<file path="src/rtl/spi_master_arb.sv">
// Round-robin arbiter sharing one mode-0 SPI bus between NREQ requesters.
// Byte-wide MSB-first transfers, multi-byte bursts under one slave select.
module spi_master_arb #(
    parameter int NREQ   = 2,
    parameter int NSLV   = 4,
    parameter int SW     = $clog2(NSLV),
    parameter int CLKDIV = 4
) (
    input  logic              Clk_i,
    input  logic              Rst_ni,
    input  logic [NREQ-1:0]   Req_i,
    input  logic [NREQ*SW-1:0] Slv_i,
    input  logic [NREQ*8-1:0] TxData_i,
    input  logic [NREQ-1:0]   Last_i,
    output logic [NREQ-1:0]   Gnt_o,
    output logic [NREQ-1:0]   ByteDone_o,
    output logic [7:0]        RxData_o,
    output logic              Busy_o,
    output logic              Sck_o,
    output logic              Mosi_o,
    input  logic              Miso_i,
    output logic [NSLV-1:0]   Ss_o
);

    localparam int IW = (NREQ > 1) ? $clog2(NREQ) : 1;
    localparam int DW = $clog2(2 * CLKDIV);
    localparam logic [DW-1:0] HALF_LAST = DW'(CLKDIV - 1);
    localparam logic [DW-1:0] OFF_LAST  = DW'(2 * CLKDIV - 1);

    typedef enum logic [1:0] {
        IDLE,
        SETUP,
        SHIFT,
        SSOFF
    } state_e;

    state_e          state_q, state_d;
    logic [IW-1:0]   ptr_q, ptr_d;
    logic [IW-1:0]   gidx_q, gidx_d;
    logic [DW-1:0]   div_q, div_d;
    logic [2:0]      bit_q, bit_d;
    logic [6:0]      tx_q, tx_d;
    logic [7:0]      rx_q, rx_d;
    logic [7:0]      rxd_q, rxd_d;
    logic            last_q, last_d;
    logic            sck_q, sck_d;
    logic            mosi_q, mosi_d;
    logic [NSLV-1:0] ss_q, ss_d;
    logic [NREQ-1:0] gnt_q, gnt_d;
    logic [NREQ-1:0] bd_q, bd_d;
    logic            busy_q, busy_d;

    logic            any_req;
    logic [IW-1:0]   win;
    logic [SW-1:0]   win_slv;
    logic [NSLV-1:0] win_ss;

    // Requester index k positions after the pointer, wrapping at NREQ.
    function automatic logic [IW-1:0] rr_idx(input logic [IW-1:0] p,
                                             input int k);
        int s;
        s = int'(p) + k;
        if (s >= NREQ) begin
            s = s - NREQ;
        end
        return IW'(s);
    endfunction

    // Round-robin pick: first requester at or after the pointer.
    always_comb begin
        any_req = 1'b0;
        win     = ptr_q;
        for (int k = NREQ - 1; k >= 0; k--) begin
            if (Req_i[rr_idx(ptr_q, k)]) begin
                any_req = 1'b1;
                win     = rr_idx(ptr_q, k);
            end
        end
    end

    // Decode the winner's slave index; out-of-range selects nothing.
    always_comb begin
        win_slv = Slv_i[int'(win)*SW +: SW];
        win_ss  = '0;
        for (int j = 0; j < NSLV; j++) begin
            if (int'(win_slv) == j) begin
                win_ss[j] = 1'b1;
            end
        end
    end

    // Next-state and datapath updates for the bus sequencer.
    always_comb begin
        state_d = state_q;
        ptr_d   = ptr_q;
        gidx_d  = gidx_q;
        div_d   = div_q;
        bit_d   = bit_q;
        tx_d    = tx_q;
        rx_d    = rx_q;
        rxd_d   = rxd_q;
        last_d  = last_q;
        sck_d   = sck_q;
        mosi_d  = mosi_q;
        ss_d    = ss_q;
        gnt_d   = gnt_q;
        bd_d    = '0;
        busy_d  = busy_q;

        unique case (state_q)
            IDLE: begin
                if (any_req) begin
                    state_d     = SETUP;
                    gidx_d      = win;
                    gnt_d       = '0;
                    gnt_d[win]  = 1'b1;
                    ss_d        = win_ss;
                    busy_d      = 1'b1;
                    div_d       = '0;
                end
            end

            SETUP: begin
                sck_d = 1'b0;
                if (div_q == '0) begin
                    if (!Req_i[gidx_q]) begin
                        state_d = SSOFF;
                        ss_d    = '0;
                        div_d   = '0;
                    end else begin
                        tx_d   = TxData_i[int'(gidx_q)*8 +: 7];
                        mosi_d = TxData_i[int'(gidx_q)*8 + 7];
                        last_d = Last_i[gidx_q];
                        div_d  = div_q + DW'(1);
                    end
                end else if (div_q == HALF_LAST) begin
                    state_d = SHIFT;
                    div_d   = '0;
                    bit_d   = '0;
                end else begin
                    div_d = div_q + DW'(1);
                end
            end

            SHIFT: begin
                if (div_q == HALF_LAST) begin
                    div_d = '0;
                    if (!sck_q) begin
                        sck_d = 1'b1;
                        rx_d  = {rx_q[6:0], Miso_i};
                    end else begin
                        sck_d  = 1'b0;
                        tx_d   = {tx_q[5:0], 1'b0};
                        mosi_d = tx_q[6];
                        bit_d  = bit_q + 3'd1;
                        if (bit_q == 3'd7) begin
                            rxd_d        = rx_q;
                            bd_d[gidx_q] = 1'b1;
                            if (last_q) begin
                                state_d = SSOFF;
                                ss_d    = '0;
                            end else begin
                                state_d = SETUP;
                            end
                        end
                    end
                end else begin
                    div_d = div_q + DW'(1);
                end
            end

            SSOFF: begin
                sck_d = 1'b0;
                ss_d  = '0;
                if (div_q == OFF_LAST) begin
                    state_d = IDLE;
                    gnt_d   = '0;
                    busy_d  = 1'b0;
                    div_d   = '0;
                    if (int'(gidx_q) == NREQ - 1) begin
                        ptr_d = '0;
                    end else begin
                        ptr_d = gidx_q + IW'(1);
                    end
                end else begin
                    div_d = div_q + DW'(1);
                end
            end

            default: state_d = IDLE;
        endcase
    end

    // FSM state register.
    always_ff @(posedge Clk_i or negedge Rst_ni) begin
        if (!Rst_ni) begin
            state_q <= IDLE;
        end else begin
            state_q <= state_d;
        end
    end

    // Datapath and registered outputs.
    always_ff @(posedge Clk_i or negedge Rst_ni) begin
        if (!Rst_ni) begin
            ptr_q  <= '0;
            gidx_q <= '0;
            div_q  <= '0;
            bit_q  <= '0;
            tx_q   <= '0;
            rx_q   <= '0;
            rxd_q  <= '0;
            last_q <= 1'b0;
            sck_q  <= 1'b0;
            mosi_q <= 1'b0;
            ss_q   <= '0;
            gnt_q  <= '0;
            bd_q   <= '0;
            busy_q <= 1'b0;
        end else begin
            ptr_q  <= ptr_d;
            gidx_q <= gidx_d;
            div_q  <= div_d;
            bit_q  <= bit_d;
            tx_q   <= tx_d;
            rx_q   <= rx_d;
            rxd_q  <= rxd_d;
            last_q <= last_d;
            sck_q  <= sck_d;
            mosi_q <= mosi_d;
            ss_q   <= ss_d;
            gnt_q  <= gnt_d;
            bd_q   <= bd_d;
            busy_q <= busy_d;
        end
    end

    assign Gnt_o      = gnt_q;
    assign ByteDone_o = bd_q;
    assign RxData_o   = rxd_q;
    assign Busy_o     = busy_q;
    assign Sck_o      = sck_q;
    assign Mosi_o     = mosi_q;
    assign Ss_o       = ss_q;

endmodule

</file>
<file path="config.mk">
export PLATFORM = sky130hd
export DESIGN_NAME = spi_master_arb
export DESIGN_NICKNAME = d
export VERILOG_FILES = /design/src/rtl/spi_master_arb.sv
export SDC_FILE = /design/constraint.sdc
export NUM_CORES = 1
export LEC_CHECK = 0
export BUFFER_PORTS_ARGS = -buffer_cell sky130_fd_sc_hd__buf_2
export CAP_MARGIN = 30
export CORE_MARGIN = 10
export CORE_UTILIZATION = 30
export CTS_BUF_LIST = sky130_fd_sc_hd__clkbuf_16
export CTS_CLUSTER_DIAMETER = 100
export CTS_CLUSTER_SIZE = 20
export DETAILED_ROUTE_END_ITERATION = 7
export PLACE_DENSITY = 0.5
export SLEW_MARGIN = 0
export SYNTH_ARGS = -nofsm -noshare
export SYNTH_HDL_FRONTEND = slang
export SYNTH_SLANG_ARGS = --single-unit
export TNS_END_PERCENT = 100
</file>
<file path="constraint.sdc">
create_clock -name Clk_i -period 5.3 [get_ports Clk_i]
set_clock_uncertainty 0.2 [all_clocks]
set_input_delay 0.53 -clock Clk_i [delete_from_list [all_inputs] [get_ports Clk_i]]
set_output_delay 0.53 -clock Clk_i [all_outputs]
set_load 0.01 [all_outputs]
</file>
Word level (Yosys, flattened, before mapping). Cells that the tools add are included.

Output and inout port bits: 19. Register bits after elaboration: 45. Word-level logic and storage cells: 153. Bits of input ports: 27.

Shift operators: 2. Add/subtract/negate cells: 7. Equal/unequal tests: 22. Bitwise operators: 1. $lt $le $gt $ge: 9. Reduce and logical (&&, ||, !) cells: 20. Multiplexer cells: 77.

Operators by type and width (count): two-way mux 1 bit (31); two-way mux 2 bit (14); two-way mux 4 bit (7); two-way mux 7 bit (4); two-way mux 3 bit (9); inequality test 2 bit (second input constant) (11); case mux 4 bit (4 select lines) (1); indexed part select 16 x 5 -> 7 bit (1); case mux 7 bit (2 select lines) (1); AND reduction 7 bit (2); case mux 3 bit (4 select lines) (1); AND reduction 5 bit (2); AND reduction 3 bit (3); equality test 2 bit (second input constant) (4); < comparator 1 x 2 -> 1 bit (second input constant) (4); case mux 2 bit (4 select lines) (1); adder 3 x 1 -> 3 bit (second input constant) (2); equality test 3 bit (second input constant) (2); inequality test 3 bit (second input constant) (2); case mux 1 bit (2 select lines) (3); case mux 3 bit (2 select lines) (1); AND reduction 2 bit (3); nonzero test 2 bit (3); adder 4 x 3 -> 5 bit (second input constant) (1); other kinds (19) (25).

Depth between registers and ports, before layout. Gate-level depths: netlist of run 1.

Depth in word-level cells: 13. Gate-level depth with buffers: 8.

Worst setup path before layout of run 1. No wires, ideal clock.

Path type: flip-flop to flip-flop. Start: register div_q[1]. End: register rx_q[0]. Data required time: 4.975 ns. Path buffers: 1. Cell stages (with the launch flop): 7. Arrival time: 1.665 ns. Slack: 3.310 ns. Cells stage by stage: dfrtp_1 -> ha_1 -> ha_1 -> buf_2 -> inv_1 -> nor3_2 -> mux2_2.

Word-level cells in the longest chain between the ends: 2.

Ends and longest elaborated chain: start, declared (line 40) `logic [DW-1:0] div_q, div_d;`; start signal, assigned (line 223) `div_q <= div_d;`; equality test 3 x 2 -> 1 bit (line 146) `if (div_q == HALF_LAST) begin`; AND reduction 3 bit (no source line); end signal, assigned (line 226) `rx_q <= rx_d;`; end, declared (line 43) `logic [7:0] rx_q, rx_d;`.

No other way between the ends. A chain may end at the register's enable or synchronous reset.

Worst setup path in the final report of run 1.
Start: register state_q[1]. End: register rx_q[3].

Word-level cells in the longest chain between the ends: 2.

Ends and longest elaborated chain: start, declared (line 37) `state_e state_q, state_d;`; start signal, assigned (line 199) `state_q <= state_d;`; equality test 2 bit (line 110) `unique case (state_q)`; AND reduction 3 bit (no source line).

No other way between the ends.

==> metrics.txt, run 1 <==
Fmax=411 MHz; Slew Limit Headroom=0.477; largest net degree at the start of global routing=34; crit path from=state_q[1]; initial antenna violation count=0; via count=1,607; Syn Area/Cell=11.0 um2; DR DRC count=0; io pins=46; crit path kind=flip-flop to flip-flop; Max VDD drop=0.152 mV; Finish-stage setup viols=0; fin. max-slew vios=0; H-Tree Level Count=2; port bufs=45; met3 wire length=321 um; switching power=0.462 mW; Antenna Nets Post-Route=0; Seq/Total Area, Yosys=0.510; Unique masters post-synth=40; status=completed; Tmin final=2440 ps; final hold violation count=0; WL final=4.75 mm; GPL Wtd Cong=0.832; Mapped Cells=200; drt initial violations=83; post-detail-place hpwl=3.61 mm; wire length per cell=13.7 um; top layer in use=met4; Net Sw Frac=0.359; hold_sp=tx_q[0]; worst min path class=flip-flop to flip-flop; Least-Margin Pin Slew=784 ps; CTS tree=done; placed cell count=337; GR Overflow Total=0; Max Cap Viol=0; share of layout cells above drive strength 1=0.340; RSZ-0062 raised after global routing=no; Power Density=478 nW/um2; Int Pwr=0.824 mW; die height=106 um; Non-Filler Instances=346; Worst Reg-to-Reg Cells=3; WP data arrival=2410 ps; Post-Place Setup Slack=2840 ps; reg2reg setup slack=2860 ps; LEAKAGE=1.31 nW; first-pass GRT wire length=7.95 mm; CP startpoint kind=flip-flop; vias in the first global route=1,647; # clock sinks=45; WP data required=5270 ps; Crit Path Max Fanout=22; CTS buffer count=5; Hold EP=tx_q[0]; Clock Power Share=0.239; post-synthesis net count=234; Ys Warns=0; Overall Global Routing Usage=0.0856; die area=11,200 um2; met2 wire length=2.16 mm; starting density of the core=0.306; Worst Hold Depth=2; Setup TNS=0 ps; final setup margin=2860 ps; Nets=280; worst r2r src=state_q[1]; clk buf depth=2; Setup crit end kind=flip-flop; layout overhead on the synthesized area=21.9%; CTS clk-pin slew, worst paths=70 ps; drt pass-1 iters=4; worst reg2reg path endpoint=rx_q[3]; insertion delay to the later sink of the worst-skew pair=280 ps; CTS root buffer=clkbuf_16; # rows=31; period utilization=0.460; Filler cells=729; via/cell ratio=4.64; synthesis-stage register bit count=45; total core area=7210 um2; M1 WL=2.23 mm; sequential fraction of design power=0.432; # diodes=0; combinational share of power=0.328; Die Width=106 um; postcts setup bufs=0; mapped cell area=2210 um2
-- repair_timing --
item                      4_1_cts  5_1_grt
hold endpoints to repair       12        0
resized for setup               0        0
hold buffers                    1        0
-- cell usage in the layout, fill, tap and decap left out, types with 5 or more instances in the layout --
cell type / count
mux2i_1: 9
dfrtp_1: 45
a22o_1: 5
nor2_1: 9
nand2_1: 26
o21ai_0: 21
buf_2: 45
a21oi_1: 6
ha_1: 7
mux2_2: 20
clkbuf_16: 5
inv_1: 7
-- layer usage --
metal | vias up | global-route usage
li1 | 807 | -
met2 | 33 | 0.132
met4 | 0 | 0.0261
met5 | - | 0
met3 | 5 | 0.0329
met1 | 762 | 0.108
-- kinds of logic (layout without fill, tap and decap cells) --
family          Yosys count  after routing  share of synthesized area
mux                      30             30                      0.153
fa+ha+maj                 8              8                     0.0442
flops                    45             45                      0.510
buf+inv                  15             62                     0.0311
compound gates           45             45                      0.130
xor+xnor                  1              1                    0.00396
simple gates             56             56                      0.129
-- critical path: stages, from the launching register on --
cell and delay [ps]:
dfrtp_1 570, nand2b_1 510, nor3_2 640, mux2_2 410
-- state kept, by name, summed over array words and instances, names as in the netlist, 2 cells and up --
name	cells
bit_q	3
Gnt_o	2
Ss_o	4
state_q	2
tx_q	7
div_q	3
rx_q	8
RxData_o	8
ByteDone_o	2
-- synthesized netlist by cell type --
| cell type | count | area, um2 |
|---|---|---|
| nand4b_1 | 1 | 8.76 |
| maj3_1 | 1 | 10.0 |
| dfrtp_1 | 45 | 1130 |
| and2_1 | 1 | 6.26 |
| nand3_1 | 3 | 15.0 |
| a211o_1 | 1 | 8.76 |
| nor2_2 | 1 | 6.26 |
| mux2i_1 | 9 | 90.1 |
| a22o_1 | 5 | 43.8 |
| buf_2 | 4 | 20.0 |
| o21ai_0 | 21 | 105 |
| nor2b_1 | 1 | 6.26 |
| xnor2_1 | 1 | 8.76 |
| o2bb2ai_1 | 2 | 17.5 |
| o311ai_0 | 1 | 8.76 |
| ha_1 | 7 | 87.6 |
| nand2_1 | 26 | 97.6 |
| nor3_1 | 3 | 15.0 |
| clkbuf_1 | 3 | 11.3 |
| o32a_1 | 1 | 10.0 |
| nor2_1 | 9 | 33.8 |
| o31ai_1 | 2 | 15.0 |
| buf_6 | 1 | 11.3 |
| inv_1 | 7 | 26.3 |
| o31a_1 | 1 | 8.76 |
| a31o_2 | 1 | 8.76 |
| a41oi_1 | 1 | 8.76 |
| or4_4 | 1 | 11.3 |
| mux2i_4 | 1 | 22.5 |
| mux2_2 | 20 | 225 |
| a22oi_1 | 1 | 7.51 |
| or2b_4 | 1 | 11.3 |
| nor3_2 | 3 | 30.0 |
| or3_1 | 1 | 6.26 |
| nor2_4 | 1 | 11.3 |
| nand2b_1 | 3 | 18.8 |
| or2_2 | 1 | 6.26 |
| o22ai_1 | 1 | 6.26 |
| a21oi_1 | 6 | 30.0 |
| o21a_1 | 1 | 7.51 |
-- worst max path at each step --
stage	cells after the start	to	slack (ps)
3_3_place_gp	3	rx_q[0]	2900
6_report	3	rx_q[3]	2860
4_1_cts	3	rx_q[3]	2840
3_5_place_dp	3	rx_q[1]	2840
5_1_grt	3	rx_q[7]	2670
2_1_floorplan	6	rx_q[0]	3310
-- stage by stage --
step / hold slack (ps) / utilization / cell area, um2 / total power [mW]
floorplan: 34.4 / - / 2210 / 0.866
global placement: 245 / 0.349 / 2520 / 0.984
detailed placement: 251 / 0.352 / 2540 / 0.996
CTS: 265 / 0.373 / 2690 / 1.31
global route: 273 / 0.373 / 2690 / 1.39
finish: 260 / 0.373 / 2690 / 1.29
-- final cells by class --
class | instances | area, um2 | share of cell area
inverter | 7 | 26.3 | 0.00976
clock inverter | 3 | 21.3 | 0.00790
clock buffer | 5 | 125 | 0.0465
tap | 99 | 124 | 0.0460
multi-input combinational | 140 | 1010 | 0.377
sequential | 45 | 1130 | 0.418
timing repair buffer | 47 | 255 | 0.0948
-- power by group through the flow --
stage	sequential [mW]	clock, mW	combinational, mW
2_1_floorplan	0.512	0	0.354
3_3_place_gp	0.560	0	0.424
3_5_place_dp	0.565	0	0.431
4_1_cts	0.558	0.319	0.432
5_1_grt	0.575	0.331	0.484
6_report	0.556	0.308	0.422
No activity file was read; power rests on OpenSTA's default activity.
==> run 2, diff against run 1 <==
clock period = 2.55 ns   (was 5.3 ns; I/O delays follow)
==> metrics.txt, run 2 (same netlist as run 1, synthesis figures left out) <==
port bufs=45 (unchanged); die height=106 um (unchanged); Tmin final=2100 ps (-333 ps); H-Tree Level Count=2 (unchanged); via/cell ratio=4.63 (-0.40%); post-layout util=0.377 (+0.00382); total core area=7210 um2 (unchanged); CTS tree=done; io pins=46 (unchanged); Finish-stage setup viols=0 (unchanged); share of layout cells above drive strength 1=0.347 (+0.00653); worst r2r src=div_q[1]; first-pass GRT wire length=8.44 mm (+6.2%); insertion delay to the later sink of the worst-skew pair=290 ps (about the same); status=completed; reg2reg setup slack=450 ps (-2420 ps); CTS clk-pin slew, worst paths=70 ps (about the same); Non-Filler Instances=350 (+1.2%); Worst path max stage delay=370 ps (-270 ps); Worst Hold Depth=3 (+1); layout overhead on the synthesized area=23.1%; RSZ-0062 raised after global routing=no; CTS buffer count=5 (unchanged); worst path bufs/invs=1 (+1); Setup crit end kind=flip-flop; drt pass-1 iters=6 (+2); fin. max-slew vios=0 (unchanged); Crit Path Max Fanout=8 (-64%); WP data required=2530 ps (-2740 ps); WL final=4.88 mm (+2.8%); Nets=284 (+1.4%); Worst Reg-to-Reg Cells=6 (+3); final hold violation count=0 (unchanged); delay-heaviest family, CP=adder cells; Fmax=476 MHz (+16%); # diodes=0 (unchanged); combinational share of power=0.346 (+0.018); Int Pwr=1.75 mW (+110%); wire length per cell=13.9 um (+1.6%); # clock sinks=45 (unchanged); postcts setup bufs=0 (unchanged); Slew Limit Headroom=0.619 (+0.142); Clock Power Share=0.248 (+0.009); DR DRC count=0 (unchanged); die area=11,200 um2 (unchanged); WP data arrival=2080 ps (-330 ps); initial antenna violation count=0 (unchanged); LEAKAGE=1.33 nW (+1.6%); Net Sw Frac=0.364 (+0.00440); starting density of the core=0.306 (unchanged); Filler cells=749 (+2.7%); CTS root buffer=clkbuf_16; placed cell count=340 (+0.89%); CP startpoint kind=flip-flop; Antenna Nets Post-Route=0 (unchanged); vias in the first global route=1,676 (+1.8%); sequential fraction of design power=0.406 (-0.026); most frequent cells in the layout=45 x dfrtp_1, 45 x buf_2, 26 x nand2_1; Cell Chain, Critical Path=ha_1 -> ha_1 -> inv_1 -> o21a_1 -> a211o_1 -> mux2_2; Max Cap Viol=0 (unchanged); Power Density=1010 nW/um2 (+110%); Max VDD drop=0.390 mV (+160%); Hold EP=last_q; via count=1,619 (+0.75%); worst min path class=input pin to flip-flop; Setup TNS=0 ps (unchanged); clk buf depth=2 (unchanged); period utilization=0.825 (+0.365); fin area=2720 um2 (+1.0%); # rows=31 (unchanged); drt initial violations=79 (-4.8%); Die Width=106 um (unchanged); GR Overflow Total=0 (unchanged); switching power=0.998 mW (+120%); post-detail-place hpwl=3.62 mm (+0.13%); Hold Worst Slack=74.8 ps (-185 ps); crit path kind=flip-flop to flip-flop; Overall Global Routing Usage=0.0911 (+0.00551); GPL Wtd Cong=0.782 (-6.1%); worst reg2reg path endpoint=div_q[0]; hold_sp=Last_i[0]; CP max-delay cell=dfrtp_1; most frequent CP cell=ha_1; largest net degree at the start of global routing=46 (+35%); Least-Margin Pin Slew=571 ps (-213 ps); dpl cell area=2550 um2 (+0.39%)
## run 2: routing by layer
layer | vias up | global-route usage | share of wire
li1 | 812 | - | -
met1 | 761 | 0.115 | 0.47
met2 | 40 | 0.146 | 0.47
met3 | 6 | 0.0256 | 0.049
met4 | 0 | 0.0290 | 0.011
met5 | - | 0 | 0
## run 2: power by group through the flow
stage                     clock network [mW]  logic, mW  registers, mW
final                                  0.681      0.951           1.11
after global routing                   0.726       1.09           1.15
after CTS                              0.704      0.974           1.12
after detailed placement                   0      0.964           1.13
after global placement                     0      0.958           1.12
after floorplan                            0      0.736           1.06
## run 2: worst register-to-register path: cells and delay by family (launching register included)
kind                     cells  cell delay, ps
AO/OA/AOI/OAI                2             490
adder cells (fa/ha/maj)      2             530
buffers and inverters        1             130
flip-flops                   1             370
multiplexers                 1             270
## run 2: how the worst max path moves through the flow
stage / slack (ps) / cells after the start / start / to
after floorplan: 560 / 6 / div_q[1] / rx_q[0]
after global placement: 450 / 5 / div_q[1] / RxData_o[3]
after detailed placement: 430 / 5 / div_q[1] / RxData_o[3]
after CTS: 420 / 5 / div_q[1] / RxData_o[3]
after global routing: 290 / 5 / div_q[1] / RxData_o[7]
final: 450 / 6 / div_q[1] / div_q[0]
## run 2: final cells by class
cell class	instances	area [um2]	area share
clock buffer	5	125	0.0460
clock inverter	3	28.8	0.0106
inverter	7	26.3	0.00966
multi-input combinational	140	1010	0.373
sequential	45	1130	0.414
tap	99	124	0.0455
timing repair buffer	51	275	0.101
## run 2: stage by stage
step / setup slack (ps) / power [mW]
after detailed placement: 425 / 2.10
after global routing: 294 / 2.97
after floorplan: 560 / 1.80
after global placement: 451 / 2.08
final: 447 / 2.75
after CTS: 421 / 2.79
## run 2: what timing repair did
item,in CTS,in global routing
hold buffers,2,0
endpoints found under the hold margin,46,0
resized for setup,0,0
==> run 3, diff against run 2 <==
clock period = 2 ns   (was 2.55 ns; I/O delays follow)
==> metrics.txt, run 3 (same netlist as run 1, synthesis figures left out) <==
status=completed; Non-Filler Instances=362 (+3.4%); port bufs=45 (unchanged); GPL Wtd Cong=0.785 (+0.46%); Max Cap Viol=0 (unchanged); layout overhead on the synthesized area=28.8%; Cell Chain, Critical Path=ha_2 -> ha_4 -> a41oi_1 -> or4_4 -> a22o_1; CTS buffer count=5 (unchanged); Crit Path Max Fanout=5 (-3); wire length per cell=13.8 um (-1.2%); Nets=296 (+4.2%); worst path bufs/invs=0 (-1); sequential fraction of design power=0.376 (-0.030); insertion delay to the later sink of the worst-skew pair=290 ps (about the same); initial antenna violation count=0 (unchanged); total core area=7210 um2 (unchanged); Finish-stage setup viols=0 (unchanged); delay-heaviest family, CP=simple AND/OR/NAND/NOR gates; Slew Limit Headroom=0.609 (-0.0102); Worst path max stage delay=460 ps (+90 ps); # rows=31 (unchanged); RSZ-0062 raised after global routing=no; Setup TNS=0 ps (unchanged); final setup margin=87.6 ps (-359 ps); Overall Global Routing Usage=0.0894 (-0.00168); final hold violation count=0 (unchanged); DR DRC count=0 (unchanged); combinational share of power=0.390 (+0.044); CTS clk-pin slew, worst paths=70 ps (about the same); Die Width=106 um (unchanged); Int Pwr=2.34 mW (+34%); via count=1,701 (+5.1%); LEAKAGE=1.40 nW (+4.5%); CP max-delay cell=or4_4; fin. max-slew vios=0 (unchanged); GR Overflow Total=0 (unchanged); Power Density=1280 nW/um2 (+27%); CTS tree=done; WP data required=1980 ps (-550 ps); first-pass GRT wire length=8.50 mm (+0.73%); Hold Worst Slack=42.3 ps (-32.5 ps); post-detail-place hpwl=3.72 mm (+2.7%); starting density of the core=0.306 (unchanged); die area=11,200 um2 (unchanged); io pins=46 (unchanged); CTS root buffer=clkbuf_16; placed cell count=352 (+3.5%); # diodes=0 (unchanged); vias in the first global route=1,768 (+5.5%); CP startpoint kind=flip-flop; Max VDD drop=0.518 mV (+33%); Post-Place Setup Slack=15.6 ps (-410 ps); Clock Power Share=0.234 (-0.014); postcts setup bufs=0 (unchanged); Least-Margin Pin Slew=586 ps (+15.3 ps); clk buf depth=2 (unchanged); share of layout cells above drive strength 1=0.399 (+0.0526); Setup crit end kind=flip-flop; H-Tree Level Count=2 (unchanged); WL final=4.99 mm (+2.2%); crit path kind=flip-flop to flip-flop; Filler cells=737 (-1.6%); fin area=2850 um2 (+4.6%); WP data arrival=1890 ps (-190 ps); Antenna Nets Post-Route=0 (unchanged); dpl cell area=2650 um2 (+4.0%); Tmin final=1910 ps (-191 ps); via/cell ratio=4.70 (+1.6%); # clock sinks=45 (unchanged); die height=106 um (unchanged); period utilization=0.956 (+0.132); drt initial violations=60 (-24%); drt pass-1 iters=4 (-2); worst min path class=input pin to flip-flop; largest net degree at the start of global routing=46 (unchanged); Net Sw Frac=0.357 (-0.00671); Fmax=523 MHz (+10%); most frequent cells in the layout=45 x dfrtp_1, 45 x buf_2, 26 x nand2_1; switching power=1.30 mW (+30%)
## run 3: cell types whose count changed in the layout (fill, tap and decap cells not counted)
cell,previous run,this run
buf_4,4,15
ha_1,7,3
ha_2,0,3
buf_12,0,1
ha_4,0,1
inv_1,7,6
inv_2,0,1
nor2b_1,1,0
nor2b_2,0,1
o311ai_0,1,0
o311ai_1,0,1
## run 3: worst min-delay path, cell delays in order
cell,delay (ps)
buf_2,70
mux2i_1,70
a21oi_1,140
## run 3: metal layers
layer	up-vias	share of wire	global-route usage
met2	39	0.47	0.156
met1	820	0.46	0.103
met3	8	0.061	0.0280
met5	-	0	0
met4	0	0.0086	0.0232
li1	834	-	-
## run 3: per-stage QoR
stage,utilization,power (mW)
global route,0.394,3.93
floorplan,-,2.29
CTS,0.392,3.66
detailed placement,0.367,2.78
global placement,0.367,2.76
finish,0.394,3.64
## run 3: repair_timing
item	CTS	global route
gates resized for setup	1	7
endpoints found under the hold margin	46	0
hold buffers	2	0
pin swaps	0	1
endpoints found under the setup margin	1	13
## run 3: final timing paths
check | startpoint | end | slack [ps] | cells after the start
worst max-delay path | div_q[1] | Ss_o[3] | 90 | 5
worst min-delay path | Last_i[0] | last_q | 40 | 3
worst max register to register | div_q[1] | Ss_o[3] | 90 | 5
worst min register to register | tx_q[0] | tx_q[0] | 260 | 2
max in group asynchronous | Rst_ni | tx_q[3] | 870 | 3
min in group asynchronous | Rst_ni | div_q[2] | 320 | 3
## run 3: power groups by stage
stage	clock, mW	combinational, mW	sequential [mW]
2_1_floorplan	0	0.938	1.36
3_3_place_gp	0	1.39	1.38
3_5_place_dp	0	1.40	1.38
4_1_cts	0.881	1.41	1.37
5_1_grt	0.914	1.60	1.41
6_report	0.854	1.42	1.37
## run 3: final cells by class
type / instances / area (um2) / area share
Sequential cell: 45 / 1130 / 0.396
Inverter: 7 / 26.3 / 0.00923
Clock buffer: 5 / 125 / 0.0440
Timing Repair Buffer: 63 / 378 / 0.133
Clock inverter: 3 / 28.8 / 0.0101
Tap cell: 99 / 124 / 0.0435
Multi-Input combinational cell: 140 / 1040 / 0.365
